**src/rtl/fp754_pkg.sv**
```systemverilog
// fp754_pkg: shared state encoding and IEEE-754 single-precision constants.
package fp754_pkg;
    typedef enum logic [2:0] {IDLE, CHECK, MULT, NORM, DONE} state_t;
    localparam int          BIAS    = 127;
    localparam logic [7:0]  EXP_MAX = 8'hFF;
    localparam logic [31:0] QNAN    = 32'h7FFFFFFF;
    localparam logic [31:0] ZERO    = 32'h00000000;
    // Magnitude part of an infinity; prepend the sign bit to build +/-Inf.
    localparam logic [30:0] INF_MAG = {EXP_MAX, 23'h0};
endpackage

```
**src/rtl/specialcase.sv**
```systemverilog
// specialcase: classifies one single-precision operand as Zero, Inf or NaN (denormals count as Zero).
module specialcase
    import fp754_pkg::*;
(
    input  logic [31:0] I,
    output logic        Inf,
    output logic        NaN,
    output logic        Zero
);
    logic unused_sign;
    assign unused_sign = I[31];
    assign Zero = I[30:23] == 8'h00;
    assign Inf  = I[30:23] == EXP_MAX && I[22:0] == 23'h0;
    assign NaN  = I[30:23] == EXP_MAX && I[22:0] != 23'h0;
endmodule

```
**src/rtl/fpmul_seq_ctrl.sv**
```systemverilog
// fpmul_seq_ctrl: sequential shift-add single-precision multiplier with fixed latency and truncation.
module fpmul_seq_ctrl
    import fp754_pkg::*;
#(
    parameter logic [31:0] NAN_CODE = QNAN,
    parameter int          MANT_W   = 24
) (
    input  logic        clk,
    input  logic        rst,
    input  logic        start,
    input  logic [31:0] in1,
    input  logic [31:0] in2,
    output logic        busy,
    output logic        done,
    output logic [31:0] result
);
    localparam int CNT_W = $clog2(MANT_W);
    localparam int P_W   = 2 * MANT_W;

    state_t                 state, next;
    logic [31:0]            a_q, b_q, result_q;
    logic [P_W-1:0]         acc;
    logic [MANT_W-1:0]      mplier, mcand;
    logic [CNT_W-1:0]       cnt;
    logic [9:0]             exp_q, exp_n;
    logic                   a_inf, a_nan, a_zero, b_inf, b_nan, b_zero;
    logic                   special, sign, last;
    logic [31:0]            spec_res, norm_res;
    logic [MANT_W-2:0]      mant_n;

    specialcase u_sc_a (.I(a_q), .Inf(a_inf), .NaN(a_nan), .Zero(a_zero));
    specialcase u_sc_b (.I(b_q), .Inf(b_inf), .NaN(b_nan), .Zero(b_zero));

    assign sign     = a_q[31] ^ b_q[31];
    assign special  = a_inf | a_nan | a_zero | b_inf | b_nan | b_zero;
    assign spec_res = (a_nan | b_nan | (a_zero & b_inf) | (a_inf & b_zero)) ? NAN_CODE :
                      (a_zero | b_zero) ? ZERO : {sign, INF_MAG};
    assign last     = cnt == CNT_W'(MANT_W - 1);

    // Top product bit set means the significand product landed in [2,4).
    assign mant_n   = acc[P_W-1] ? acc[P_W-2 -: MANT_W-1] : acc[P_W-3 -: MANT_W-1];
    assign exp_n    = exp_q + (acc[P_W-1] ? 10'd1 : 10'd0);
    assign norm_res = ($signed(exp_n) >= 10'sd255) ? {sign, INF_MAG} :
                      ($signed(exp_n) <= 10'sd0)   ? ZERO : {sign, exp_n[7:0], mant_n};

    assign busy   = state != IDLE;
    assign done   = state == DONE;
    assign result = result_q;

    always_ff @(posedge clk) begin
        if (rst) state <= IDLE;
        else     state <= next;
    end

    always_comb begin
        next = state;
        case (state)
            IDLE:    next = start ? CHECK : IDLE;
            CHECK:   next = special ? DONE : MULT;
            MULT:    next = last ? NORM : MULT;
            NORM:    next = DONE;
            DONE:    next = IDLE;
            default: next = IDLE;
        endcase
    end

    always_ff @(posedge clk) begin
        if (rst) begin
            a_q      <= '0;
            b_q      <= '0;
            result_q <= ZERO;
            acc      <= '0;
            mplier   <= '0;
            mcand    <= '0;
            cnt      <= '0;
            exp_q    <= '0;
        end else if (state == IDLE && start) begin
            a_q <= in1;
            b_q <= in2;
        end else if (state == CHECK && special) begin
            result_q <= spec_res;
        end else if (state == CHECK) begin
            acc    <= '0;
            mplier <= {1'b1, a_q[MANT_W-2:0]};
            mcand  <= {1'b1, b_q[MANT_W-2:0]};
            exp_q  <= {2'b00, a_q[30:23]} + {2'b00, b_q[30:23]} - 10'(BIAS);
            cnt    <= '0;
        end else if (state == MULT) begin
            if (mplier[0]) acc <= acc + ({{MANT_W{1'b0}}, mcand} << cnt);
            mplier <= mplier >> 1;
            cnt    <= cnt + 1'b1;
        end else if (state == NORM) begin
            result_q <= norm_res;
        end
    end
endmodule

```
**config.mk**
```make
export PLATFORM = sky130hd
export DESIGN_NAME = fpmul_seq_ctrl
export DESIGN_NICKNAME = d
export VERILOG_FILES = /design/src/rtl/fp754_pkg.sv /design/src/rtl/specialcase.sv /design/src/rtl/fpmul_seq_ctrl.sv
export SDC_FILE = /design/constraint.sdc
export NUM_CORES = 1
export LEC_CHECK = 0
export ABC_AREA = 1
export BUFFER_PORTS_ARGS = -buffer_cell sky130_fd_sc_hd__buf_2
export CORE_MARGIN = 5
export CORE_UTILIZATION = 60
export CTS_CLUSTER_DIAMETER = 120
export DETAILED_ROUTE_END_ITERATION = 16
export MAX_ROUTING_LAYER = met4
export PLACE_DENSITY = 0.79
export SYNTH_ARGS = -nofsm -noshare
export SYNTH_HDL_FRONTEND = slang
export SYNTH_HIERARCHICAL = 1
export SYNTH_SLANG_ARGS = --single-unit
export TNS_END_PERCENT = 30
```
**constraint.sdc**
```tcl
create_clock -name clk -period 7.9 [get_ports clk]
set_input_delay 1.58 -clock clk [delete_from_list [all_inputs] [get_ports clk]]
set_output_delay 1.58 -clock clk [all_outputs]
set_load 0.1 [all_outputs]
```
* After elaboration in Yosys (flattened, before gate mapping)
Cells that the tools add are included.
** Storage, ports and cells
- Register bits :: 210
- Bits of input ports :: 67
** Operators by class
- Eq/ne operators :: 9
- Add/sub/neg operators :: 5
- Reductions and logical operators :: 21
- Shifts and indexed selects :: 1
- Bitwise logic cells :: 14
- $lt $le $gt $ge :: 2
- Mux-type cells :: 21
** Operators by type and width (count)
- 2-to-1 mux 32 bit :: 8
- 2-to-1 mux 48 bit :: 3
- adder 48 bit :: 1
- 2-to-1 mux 24 bit :: 2
- << shifter 24 x 5 -> 48 bit :: 1
- zero test 23 bit :: 2
- nonzero test 23 bit :: 2
- 2-to-1 mux 23 bit :: 1
- equality test 8 bit (second input constant) :: 2
- zero test 8 bit :: 2
- case mux 3 bit (4 select lines) :: 1
- adder 10 x 1 -> 10 bit :: 1
- >= comparator 10 x 9 -> 1 bit (second input constant) :: 1
- less-or-equal comparator 10 x 1 -> 1 bit (second input constant) :: 1
- 2-to-1 mux 5 bit :: 2
- subtractor 9 x 7 -> 10 bit (second input constant) :: 1
- adder 8 x 8 -> 9 bit :: 1
- OR 1 bit :: 9
- AND reduction 4 bit :: 2
- equality test 3 x 2 -> 1 bit (second input constant) :: 2
- logical AND 1 bit :: 6
- AND reduction 3 bit :: 2
- nonzero test 2 bit :: 3
- adder 5 x 1 -> 5 bit (second input constant) :: 1
- 12 further kinds :: 16

* Longest topological paths before layout
Gate-level depths: netlist of the first run.
- Word-level depth :: 10
- Gate-level depth with buffers :: 26
- Depth with buffers taken out :: 25

* Cells and area by module
Netlist of the first run, hierarchy kept.
** By module, submodules not included
- fpmul_seq_ctrl :: cells each 2285, area an instance 13927.1 um^2, sequential area each 4204.0 um^2, times used 1
- specialcase :: cells each 35, area an instance 152.6 um^2, sequential area each 0.0 um^2, times used 2

* Worst setup path before layout of the first run
Ideal clock, no wire load.
- Path kind :: flip-flop to output port
- From :: register state[1]
- To :: output done
- Data arrival time :: 1679 ps
- Path slack :: 4641 ps
- Cell stages (with the launch flop) :: 4
- Buffers on the path :: 0
- Path through :: dfxtp_1 inv_1 nand2_1 nor2_1
** On the way
- Word-level cells in the longest chain between the ends :: 1
** Ends and longest elaborated chain
- start, declared :: line fpmul_seq_ctrl.sv:20 : state_t state, next;
- start signal, assigned :: line fpmul_seq_ctrl.sv:52 : else state <= next;
- equality test 3 bit :: line fpmul_seq_ctrl.sv:47 : assign done = state == DONE;
- end, declared :: line fpmul_seq_ctrl.sv:14 : output logic done,
Every way passes these cells.

* Final worst setup path of the first run
- From :: register cnt[2]
- To :: register acc[36]
** On the way
- Word-level cells in the longest chain between the ends :: 5
** Ends and longest elaborated chain
- start, declared :: line fpmul_seq_ctrl.sv:24 : logic [CNT_W-1:0] cnt;
- start signal, assigned :: line fpmul_seq_ctrl.sv:91 : cnt <= cnt + 1'b1;
- << shifter 24 x 5 -> 48 bit :: line fpmul_seq_ctrl.sv:89 : if (mplier[0]) acc <= acc + ({{MANT_W{1'b0}}, mcand} << cnt);
- adder 48 bit :: line fpmul_seq_ctrl.sv:89
- 2-to-1 mux 48 bit :: line fpmul_seq_ctrl.sv:89
- 2-to-1 mux 48 bit :: line fpmul_seq_ctrl.sv:88 : end else if (state == MULT) begin
- 2-to-1 mux 48 bit :: line fpmul_seq_ctrl.sv:82 : end else if (state == CHECK) begin
- end signal, assigned :: line fpmul_seq_ctrl.sv:89
- end, declared :: line fpmul_seq_ctrl.sv:22 : logic [P_W-1:0] acc;
Every way passes these cells. The select of a mux whose other input is x is not followed.
A chain may end at the register's enable or synchronous reset.

==> results of run 1 <==
[where the power goes]
| part | leakage, µW | total [µW] | switching [µW] | internal (µW) |
|---|---|---|---|---|
| combinational | 0.00528 | 878 | 638 | 240 |
| sequential | 0.00172 | 1250 | 81.0 | 1170 |
| clock | 0.000440 | 1240 | 477 | 767 |
[cell usage after synthesis, types with 3 or more instances]
| cell | n |
|---|---|
| nand2_1 | 660 |
| inv_1 | 328 |
| o21ai_0 | 230 |
| nor2_1 | 221 |
| dfxtp_1 | 210 |
| a21oi_1 | 196 |
| nand3_1 | 131 |
| clkbuf_1 | 72 |
| ha_1 | 65 |
| a31oi_1 | 26 |
| a211oi_1 | 23 |
| nor3_1 | 23 |
| buf_2 | 22 |
| nand4_1 | 18 |
| o22ai_1 | 16 |
| or2_2 | 16 |
| nand3b_1 | 13 |
| mux2i_1 | 9 |
| o21ai_1 | 9 |
| xor2_1 | 6 |
| buf_1 | 5 |
| inv_2 | 5 |
| nor2_2 | 5 |
| o21bai_1 | 5 |
| a21o_1 | 4 |
| buf_4 | 4 |
| and2_1 | 3 |
| o21a_1 | 3 |
| xnor2_1 | 3 |
[state kept, by name, indices dropped and copies added (netlist names)]
name,flops
a_q,32
acc,48
b_q,32
cnt,5
exp_q,10
mcand,24
mplier,24
result,32
state,3
[tightest hold or removal path, cell delays in order (launching register included)]
cell and delay, ns:
dfxtp_1 0.31, inv_1 0.05, a21oi_1 0.05
[kinds of logic after synthesis]
group / count (synthesis)
and+or+nand+nor: 1102
xor gates and xnor gates: 9
muxes: 9
buffers and inverters: 441
DFF: 210
adders and majority gates: 67
AOI/OAI and AO/OA: 517
[cell type report]
class                           count  area, µm²  share of cell area (%)
Clock inverter                      9        170                    1.09
Tap cell                          319        399                    2.55
Inverter                          336       1260                    8.07
Timing Repair Buffer              108        561                    3.58
Multi-Input combinational cell   1704       8350                    53.3
Sequential cell                   210       4200                    26.8
Clock buffer                       35        722                    4.61
[metal layers]
layer | GRT usage, % | wire length [µm]
met5 | - | 0
met2 | 53.4 | 20000
met4 | 12.7 | 2010
met3 | 3.91 | 3110
met1 | 42.2 | 18700
[final timing paths]
kind                            slack, ns      end  cells after the start  startpoint
worst min-delay path                 0.46  b_q[15]                      2     b_q[15]
worst max register to register       3.32  acc[36]                     15      cnt[2]
worst max-delay path                 3.32  acc[36]                     15      cnt[2]
worst min register to register       0.46  b_q[15]                      2     b_q[15]
[placed cells by master, fill, tap and decap left out, types with 24 or more instances in the layout]
master	instances
a21oi_1	195
nand2_1	660
a31oi_1	26
o21ai_0	230
nand3_1	130
buf_2	100
clkbuf_16	24
nor2_1	221
dfxtp_1	210
ha_1	65
inv_1	327
[stage by stage]
stage	std cells	setup WS, ns	hold slack, ns
floorplan	2355	4.64	0.434
global placement	2677	3.54	0.446
detailed placement	2677	3.44	0.453
CTS	2721	3.42	0.462
global route	2721	2.91	0.483
finish	2721	3.32	0.460
==> qor.csv, run 1 <==
stage,metric,value,unit
global_routing,vias in the first global route,13630,
power_and_ir_drop,Total Power,3370,µW
drt,WL final,43800,µm
clocking,clk_lat worst skew,0.54,ns
drt,Starting DRT DRC Count,1731,
synth,Netlist cell types,46,
die,Die W,164,µm
worst_setup_path,cell mode on critical path,nand2_1,
timing,final setup vio count,0,
layout,fin util,67.0,%
drt,vias per cell,5.53,
timing,RSZ-0062 raised after global routing,false,
worst_setup_path,CP Cell Sequence,clkinv_1 > mux2i_1 > o21ai_0 > nor2_1 > ha_1 > nand2_1 > nor2_1 > and2_1 > nand4_1 > nand3b_1 > nand2_1 > nand2_1 > nand2_1 > nand3_1 > a21oi_1,
timing,Slew headroom,25.7,%
worst_setup_path,crit path capture type,flip-flop,
synth,Synth area leader,dfxtp_1,
global_routing,largest net degree at the start of global routing,79,
layout,Syn-to-layout area delta,10.1,%
global_routing,initial antenna violation count,0,
timing,Final Hold Viols,0,
worst_setup_path,"Arr. time, crit path",4.96,ns
place,placed instance area,0.0148,mm²
worst_setup_path,"Buf+Inv Stages, Crit Path",1,
power_and_ir_drop,leak pwr,0.00744,µW
layout,final net count,2518,
timing,Max Slew Vio Count,0,
synth,#FFs+latches synth,210,
clocking,Clock Tree Buf Depth,3,
place,post-DP HPWL,33200,µm
synth,Post-Syn Area,0.0142,mm²
global_routing,Overflow after GRT,0,
drt,Vias,15057,
clocking,"CTS clk-pin slew, worst paths",0.06,ns
status,outcome,"complete, no violations",
synth,Synth Area in XOR/XNOR,0.554,%
synth,synthesized net count,2489,
clocking,root buf cell,clkbuf_16,
layout,share of cells above drive strength 1,7.83,%
place,count of input and output buffers,100,
synth,mux cell area share after synthesis,0.633,%
global_routing,Total Routing Usage GR,32.9,%
synth,Area contributors post-synth,"dfxtp_1 (30%), nand2_1 (17%), inv_1 (8.7%)",
worst_setup_path,CP Launch Type,flip-flop,
timing,worst clock skew,0.0197,ns
clocking,postcts setup bufs,0,
min_path,Worst Hold Class,reg -> reg,
drt,wire length per cell,16.1,µm
die,IO Count,101,
clocking,CTS tree,done,
clocking,CTS Sinks,210,
worst_setup_path,Critical Path Slowest Stage Cell,clkinv_1,
synth,post-synth top area share,29.5,%
worst_setup_path,worst-path fanout max,34,
clocking,post-CTS sizing,0,
layout,Filler cells,2196,
die,initial core utilization,60.8,%
synth,Synth Area in Compound Gates,19.3,%
global_routing,first-pass GRT wire length,69500,µm
place,Placer Congestion,1.08,
power_and_ir_drop,PwrDens,215,mW/mm²
die,# rows,56,
worst_setup_path,CP Data Required Time,8.28,ns
die,Core Box Area,0.0234,mm²
layout,Antenna Cells,0,
worst_setup_path,CP max stage delay,0.85,ns
clocking,H-tree depth,1,
synth,"Avg Cell Area, Syn",6.04,µm²
drt,Pre-antenna DRT Iters,6,
drt,drc violations,0,
synth,"Seq/Total Area, Yosys",29.5,%
drt,final antenna-violating net count,0,
synth,Mapped Cells,2355,
timing,Fin Setup TNS,0,ns
clocking,number of buffers created by CTS,24,
worst_setup_path,Crit Path Class,reg -> reg,
synth,area share of fa/ha/maj cells after synthesis,6.00,%
timing,Achievable Freq,218,MHz
synth,largest family of logic cells by synthesized area,simple AND/OR/NAND/NOR gates,
synth,Post-synth EDFFs,0,
layout,"Design Area, Final",0.0157,mm²
die,Die ar.,0.0269,mm²
timing,Tmin final,4.58,ns
synth,async set or reset register ratio after synthesis,0,%
power_and_ir_drop,VDD IR-drop max,0.205,mV
synth,simple-gate share of the synthesized area,32.0,%
synth,"Top FF cell, synth",dfxtp_1,
timing,period utilization,58.0,%
flow_run,total of max-cap violations,0,
synth,Synth Warn #,6,
clocking,Post-CTS Hold Fix Bufs,0,
die,Die H,164,µm
worst_setup_path,"CP delay by family, top",simple AND/OR/NAND/NOR gates,
timing,actual slew at the worst max-slew pin,1.11,ns
No activity file was read; power rests on OpenSTA's default activity.
==> run 2: changes to the inputs <==
==> constraint.sdc (replaced) <==
create_clock -name clk -period 4.27 [get_ports clk]
set_input_delay 0.854 -clock clk [delete_from_list [all_inputs] [get_ports clk]]
set_output_delay 0.854 -clock clk [all_outputs]
set_load 0.1 [all_outputs]
==> qor.csv, run 2 (synthesis gave the netlist of run 1 again) <==
stage,metric,value,unit,change
status,outcome,"complete, no violations",,
clocking,root buf cell,clkbuf_16,,
timing,actual slew at the worst max-slew pin,1.07,ns,-0.0461 ns
min_path,Worst Hold Class,reg -> reg,,
timing,worst clock skew,0.0201,ns,+0.000395 ns
global_routing,vias in the first global route,14049,,+3.1%
layout,share of cells above drive strength 1,8.52,%,+0.69 points
die,Die W,164,µm,unchanged
clocking,H-tree depth,1,,unchanged
power_and_ir_drop,combinational share of power,26.7,%,+0.6 points
global_routing,GRT met3 Usage,4.17,%,+0.25 points
power_and_ir_drop,Sw Pwr,2250,µW,+88%
worst_setup_path,CP max stage delay,0.40,ns,-0.45 ns
drt,Starting DRT DRC Count,1432,,-17%
worst_setup_path,worst-path fanout max,40,,+18%
place,placed instance area,0.0149,mm²,+0.71%
worst_setup_path,Critical Path Slowest Stage Cell,ha_1,,
worst_setup_path,"CP delay by family, top",simple AND/OR/NAND/NOR gates,,
clocking,clk_lat worst skew,0.56,ns,+0.02 ns
place,placed insts,2691,,+0.52%
global_routing,grt peak-use layer,met2,,
timing,Slew headroom,28.8,%,+3.1 points
clocking,CTS tree,done,,
timing,final setup vio count,0,,unchanged
place,Placer Congestion,1.11,,+2.1%
layout,Syn-to-layout area delta,10.7,%,
timing,Fin Setup TNS,0,ns,unchanged
layout,"most common cell after layout, fill and taps aside",nand2_1,,
drt,vias per cell,5.53,,about the same
clocking,CTS Sinks,210,,unchanged
global_routing,largest net degree at the start of global routing,82,,+3.8%
layout,Biggest register,acc,,
die,IO Count,101,,unchanged
die,Core Box Area,0.0234,mm²,unchanged
clocking,postcts setup bufs,0,,unchanged
timing,RSZ-0062 raised after global routing,false,,
drt,wire length per cell,16.1,µm,-0.39%
timing,Tmin final,3.99,ns,-0.599 ns
clocking,Clock Tree Buf Depth,3,,unchanged
worst_setup_path,"Buf+Inv Stages, Crit Path",2,,+1
global_routing,first-pass GRT wire length,70200,µm,+1.0%
power_and_ir_drop,sequential share of power,37.0,%,about the same
place,count of input and output buffers,100,,unchanged
global_routing,initial antenna violation count,0,,unchanged
drt,drc violations,0,,unchanged
worst_setup_path,CP Launch Type,flip-flop,,
clocking,number of buffers created by CTS,25,,+4.2%
power_and_ir_drop,Clk pwr share,36.3,%,-0.6 points
die,Die ar.,0.0269,mm²,unchanged
worst_setup_path,Crit Path Class,reg -> reg,,
layout,"Design Area, Final",0.0158,mm²,+0.54%
power_and_ir_drop,PwrDens,393,mW/mm²,+83%
drt,WL final,43900,µm,+0.20%
worst_setup_path,"Arr. time, crit path",4.39,ns,-0.57 ns
drt,Vias,15138,,+0.54%
drt,final antenna-violating net count,0,,unchanged
die,initial core utilization,60.8,%,unchanged
layout,most frequent cells in the layout,"nand2_1 (660), inv_1 (327), o21ai_0 (230)",,
clocking,post-CTS sizing,0,,unchanged
timing,period utilization,93.3,%,+35 points
global_routing,GR Layer Usage met1,41.8,%,-0.42 points
layout,max reg flops,48,,unchanged
timing,Max Slew Vio Count,0,,unchanged
layout,final net count,2533,,+0.60%
power_and_ir_drop,VDD IR-drop max,0.439,mV,+110%
drt,Pre-antenna DRT Iters,6,,unchanged
power_and_ir_drop,switch share,36.4,%,+0.85 points
worst_setup_path,cell mode on critical path,nand2_1,,
clocking,"CTS clk-pin slew, worst paths",0.06,ns,about the same
power_and_ir_drop,leak pwr,0.00749,µW,+0.71%
flow_run,total of max-cap violations,0,,unchanged
global_routing,met2 usage,54.6,%,+1.2 points
timing,Achievable Freq,251,MHz,+15%
place,post-DP HPWL,33600,µm,+0.93%
global_routing,Overflow after GRT,0,,unchanged
worst_setup_path,CP Data Required Time,4.67,ns,-3.61 ns
die,Die H,164,µm,unchanged
worst_setup_path,CP Cell Sequence,buf_4 > o21ai_0 > or2_2 > o21ai_0 > nand2_1 > nand2_1 > nand2_1 > o21ai_0 > o21ai_0 > ha_1 > nand2_1 > nor2_1 > inv_1 > nor2_1 > nand4_1 > nand3b_1 > nand2_1 > nand2_1 > nand2_1 > nand3_1 > a21oi_1,,
layout,"Cell Count, Final, Fillers Out",2737,,+0.59%
timing,Final Hold Viols,0,,unchanged
die,# rows,56,,unchanged
layout,Antenna Cells,0,,unchanged
power_and_ir_drop,Int Power,3940,µW,+81%
global_routing,Total Routing Usage GR,33.4,%,+0.48 points
worst_setup_path,crit path capture type,flip-flop,,
clocking,Post-CTS Hold Fix Bufs,0,,unchanged
[run 2: metal layers]
layer / share of wire (%) / routed length (µm) / vias up
met4: 5.0 / 2210 / 0
met1: 42 / 18500 / 6835
li1: - / - / 7661
met2: 46 / 20300 / 525
met5: 0 / 0 / -
met3: 6.5 / 2870 / 117
[run 2: final cells by class]
class	count	area [µm²]
Multi-Input combinational cell	1704	8350
Sequential cell	210	4200
Clock inverter	17	201
Fill cell	2166	7650
Inverter	336	1260
Clock buffer	29	671
Tap cell	319	399
Timing Repair Buffer	122	666
[run 2: final timing paths]
| check | startpoint | end | slack, ns | cells past startpoint |
|---|---|---|---|---|
| max | cnt[0] | acc[35] | 0.28 | 21 |
| min | a_q[12] | a_q[12] | 0.46 | 2 |
| max reg2reg | cnt[0] | acc[35] | 0.28 | 21 |
| min reg2reg | a_q[12] | a_q[12] | 0.46 | 2 |
[run 2: metrics by stage]
stage	hold slack, ns	utilization, %	total power, µW	setup WS (ns)
2_1_floorplan	0.434	-	3580	1.48
3_3_place_gp	0.447	63.6	3920	0.424
3_5_place_dp	0.452	63.6	3950	0.420
4_1_cts	0.461	67.3	6190	0.365
5_1_grt	0.478	67.3	6510	0.00133
6_report	0.459	67.3	6190	0.284
[run 2: worst min-delay path: stages, from the launching register on]
cell	delay, ns
dfxtp_1	0.32
inv_1	0.05
a21oi_1	0.05
[run 2: power by group through the flow]
stage / clock network [µW] / logic [µW] / registers (µW)
3_3_place_gp: 0 / 1600 / 2320
5_1_grt: 2360 / 1840 / 2310
4_1_cts: 2270 / 1630 / 2290
2_1_floorplan: 0 / 1050 / 2530
6_report: 2250 / 1650 / 2290
3_5_place_dp: 0 / 1620 / 2330
